===== src/rtl/crc_step.sv =====
// One bit-serial LFSR step over an MSB-justified CRC register.
// Shared with the CRC generator.
module crc_step (
    input  logic [31:0] crc_i,
    input  logic        bit_i,
    input  logic [31:0] poly_i,
    output logic [31:0] crc_o
);

    logic fb;

    assign fb    = crc_i[31] ^ bit_i;
    assign crc_o = {crc_i[30:0], 1'b0} ^ (fb ? poly_i : 32'h0);

endmodule


===== config.mk =====
export PLATFORM = sky130hd
export DESIGN_NAME = crc_step
export DESIGN_NICKNAME = d
export VERILOG_FILES = /design/src/rtl/crc_step.sv
export SDC_FILE = /design/constraint.sdc
export NUM_CORES = 1
export LEC_CHECK = 0
export BUFFER_PORTS_ARGS = -buffer_cell sky130_fd_sc_hd__buf_2
export CAP_MARGIN = 20
export CORE_ASPECT_RATIO = 1.2
export CORE_MARGIN = 1
export CORE_UTILIZATION = 27
export DETAILED_ROUTE_END_ITERATION = 16
export PLACE_DENSITY = 0.93
export SLEW_MARGIN = 40
export SYNTH_ARGS = -nofsm -noshare
export SYNTH_HDL_FRONTEND = slang
export SYNTH_SLANG_ARGS = --single-unit
export TNS_END_PERCENT = 5

===== constraint.sdc =====
create_clock -name vclk -period 2.14
set_clock_uncertainty 0.05 [all_clocks]
set_input_delay 0.428 -clock vclk [all_inputs]
set_output_delay 0.428 -clock vclk [all_outputs]
set_load 0.1 [all_outputs]

==> results of run 1 <==
## stage by stage
step	cell area, µm²	hold WS [ns]
after floorplan	698	1.03
after global placement	1670	1.15
## cells by family after synthesis
| family | after synthesis | synth area share (%) |
|---|---|---|
| xor+xnor | 32 | 63.4 |
| buf+inv | 3 | 7.44 |
| simple gates | 32 | 29.2 |
==> metrics.md, run 1 <==
| Metric | Value |
|---|---|
| Syn Area/Cell | `6.78 µm²` |
| Leading post-synthesis cells by cell area | `xnor2_1 60%, nand2_1 22%, buf_6 7.4%, nand2_2 5.5%, xor2_2 3.6%` |
| Yosys top cell area share | `59.8%` |
| Synth Warn # | `0` |
| Most common cell in the netlist | `xnor2_1` |
| Routability-driven placement congestion ratio | `0.733` |
| Starting Density | `30.3%` |
| Error msg | `[ERROR DPL-0038] Utilization greater than 100%, impossible to legalize` |
| Die Ht | `46.9 µm` |
| Port Buffers | `97` |
| Synth unique cells | `6` |
| Stop stage | `detailed placement (3_5_place_dp)` |
| Core Rows | `15` |
| Status | `stopped before the end` |
| Chip width | `39.4 µm` |
| Syn Inst Count | `67` |
| Io pins | `97` |
| Synth Cell Area | `454 µm²` |
| Syn nets | `132` |
| Top cells by count, synth | `31 x xnor2_1, 27 x nand2_1, 4 x nand2_2` |
| Area leader, netlist | `xnor2_1` |
| Sequential fraction of the synthesis area | `0%` |
==> inputs of run 2 (changes only) <==
Settings changed: CORE_AREA set to 2 2 63 65, CORE_ASPECT_RATIO 1.2 to not set, CORE_MARGIN 1 to not set, CORE_UTILIZATION 27 to not set, DIE_AREA set to 0 0 65 67, PLACE_DENSITY 0.93 to not set, PLACE_DENSITY_LB_ADDON set to 0.15.
==> run 2 against run 1 <==
Against the previous run:
- synthesized cell count stayed put
- area after synthesis stayed put
- the run now ends clean
==> metrics.md, run 2 <==
| Metric | Value |
|---|---|
| Hold Vio Cnt, Final | `0` |
| Worst Path Max Fanout | `32` |
| Status | `complete, no violations` |
| Xor/xnor cell area share of the yosys netlist | `63.4% (unchanged)` |
| Final ANT Viol Nets | `0` |
| Fill cells | `330` |
| Post-synthesis adder-cell area fraction | `0% (unchanged)` |
| Post_cts resized | `0` |
| Sequential fraction of the synthesis area | `0% (unchanged)` |
| Worst-Margin Slew | `0.195 ns` |
| Power Internal | `0.446 mW` |
| Fraction of synthesized area in multiplexers | `0% (unchanged)` |
| Global-route usage over all layers | `9.75%` |
| Sw frac | `62.9%` |
| Kind of critical path | `primary input to output pin` |
| Syn Area/Cell | `6.78 µm² (unchanged)` |
| DRC Markers | `0` |
| Routability-driven placement congestion ratio | `0.664 (-9.4%)` |
| Hold Path Class | `primary input to output pin` |
| Fin Setup TNS | `0 ns` |
| Commonest non-fill, non-tap cell in the layout | `buf_2` |
| Hold Crit Start | `crc_i[24]` |
| Ant. Diodes | `0` |
| Largest family of logic cells by synthesized area | `XOR/XNOR gates` |
| Top cells by count, synth | `31 x xnor2_1, 27 x nand2_1, 4 x nand2_2` |
| Area of the core | `0.00361 mm²` |
| Worst path cell trace | `buf_2, xor2_2, buf_12, nand2_1, xnor2_4, buf_12` |
| Syn nets | `132 (unchanged)` |
| Max-slew violation count | `0` |
| Final Power | `1.20 mW` |
| Average wire per standard cell | `9.74 µm` |
| Slowest stage cell on the critical path | `buf_12` |
| First-pass GRT wire length | `3.46 mm` |
| CP arrival | `1.46 ns` |
| Top Family by Delay on Critical Path | `buffers and inverters` |
| Switching pwr | `0.756 mW` |
| Layout cells sized above 1 | `82.7%` |
| CLK BUF | `0` |
| Largest net degree at the start of global routing | `33` |
| Remaining Overflow, GRT | `0` |
| Synth Area in Compound Gates | `0% (unchanged)` |
| Yosys top cell area share | `59.8% (unchanged)` |
| Maximum vdd ir drop | `0.263 mV` |
| Setup violators final | `0` |
| Chip width | `65 µm (+65%)` |
| Die Ht | `67 µm (+43%)` |
| Clock Power Share | `0%` |
| Relative slew slack | `86.9%` |
| Crit. End Element | `output pin` |
| DR vias/cell | `3.65` |
| WP data required | `1.66 ns` |
| Number of global-route vias before repair | `834` |
| Num sequential | `0` |
| Placed cell areas | `0.00171 mm²` |
| Synth unique cells | `6 (unchanged)` |
| Simple-gate share of the synthesized area | `29.2% (unchanged)` |
| Leading post-synthesis cells by cell area | `xnor2_1 60%, nand2_1 22%, buf_6 7.4%, nand2_2 5.5%, xor2_2 3.6%` |
| Startpoint Class | `primary input` |
| Post-route cell area | `0.00171 mm²` |
| CP Buf/Inv Count | `3` |
| # hold bufs at CTS | `0` |
| WP depth | `6` |
| Area leader, netlist | `xnor2_1` |
| Hold slack | `1.15 ns` |
| Crit-path most repeated cell | `buf_12` |
| Final Cycle Share | `90.8%` |
| TritonRoute pass-1 iters | `2` |
| Layout area overhead | `277%` |
| RSZ-0062 raised after global routing | `no` |
| Die ar. | `0.00436 mm²` |
| Vias | `767` |
| Final net count | `229` |
| Initial antenna violation count | `0` |
| Tmin final | `1.94 ns` |
| Peak Freq | `515 MHz` |
| Final WL | `2.05 mm` |
| Starting Density | `12.6% (-18 points)` |
| Io pins | `97 (unchanged)` |
| Hold Path Stages | `3` |
| Detail Placement HPWL | `1.95 mm` |
| MaxCap Viol Count | `0` |
| FF/Latch Area | `0 µm²` |
| Port Buffers | `97 (unchanged)` |
| Sequential power share | `0%` |
| Syn Inst Count | `67 (unchanged)` |
| Most frequent cells in the layout | `65 x buf_2, 33 x buf_12, 30 x xnor2_2` |
| Core Rows | `22 (+7)` |
| Detailed Route Iter0 Violations | `4` |
| Post-CTS setup repair buffer count | `0` |
| Synth Warn # | `0 (unchanged)` |
| Static leakage | `0.910 nW` |
| Comb pwr share | `100.0%` |
| WHS Endpoint | `crc_o[25]` |
| Most common cell in the netlist | `xnor2_1` |
| CP max stage delay | `0.20 ns` |
| Pwr Density | `703 mW/mm²` |
| Synth Cell Area | `454 µm² (unchanged)` |
| Final core area utilization | `47.4%` |
-- run 2: cell counts after synthesis --
Identical to the previous run, type by type.
-- run 2: per-stage QoR --
step                      setup WS [ns]  instances
after floorplan                  -0.207         67
after global placement            0.210        210
after detailed placement          0.178        210
after CTS                         0.178        210
after global routing              0.115        210
final                             0.197        210
-- run 2: area by class of cell --
| cell class | instances | area, µm² | share of cell area (%) |
|---|---|---|---|
| Timing Repair Buffer | 98 | 986 | 57.6 |
| Multi-Input combinational cell | 64 | 664 | 38.8 |
| Tap cell | 48 | 60.1 | 3.51 |
-- run 2: worst max-delay path by stage --
stage / start / endpoint
global placement: bit_i / crc_o[10]
global route: bit_i / crc_o[10]
detailed placement: bit_i / crc_o[7]
CTS: bit_i / crc_o[7]
floorplan: bit_i / crc_o[11]
finish: bit_i / crc_o[10]
-- run 2: cell families after synthesis --
group,Yosys count
xor+xnor,32
buf+inv,3
simple gates,32
-- run 2: routing by layer --
layer | up-vias | part of all wire, % | wire, µm | GRT usage (%)
met3 | 0 | 17 | 343 | 3.21
met1 | 319 | 29 | 602 | 9.35
met5 | - | 0 | 0 | 0
met2 | 61 | 54 | 1100 | 20.9
met4 | 0 | 0 | 0 | 0
li1 | 387 | - | - | -
-- run 2: power by group through the flow --
stage                     sequential (mW)  clock [mW]  combinational, mW
after global routing                    0           0               1.24
final                                   0           0               1.20
after CTS                               0           0               1.21
after floorplan                         0           0              0.762
after detailed placement                0           0               1.21
after global placement                  0           0               1.20
-- run 2: tightest hold or removal path: cells and delay by family --
family	cells	cell delay, ns
buffers and inverters	2	0.27
XOR/XNOR	1	0.08
No activity file was read; power rests on OpenSTA's default activity.
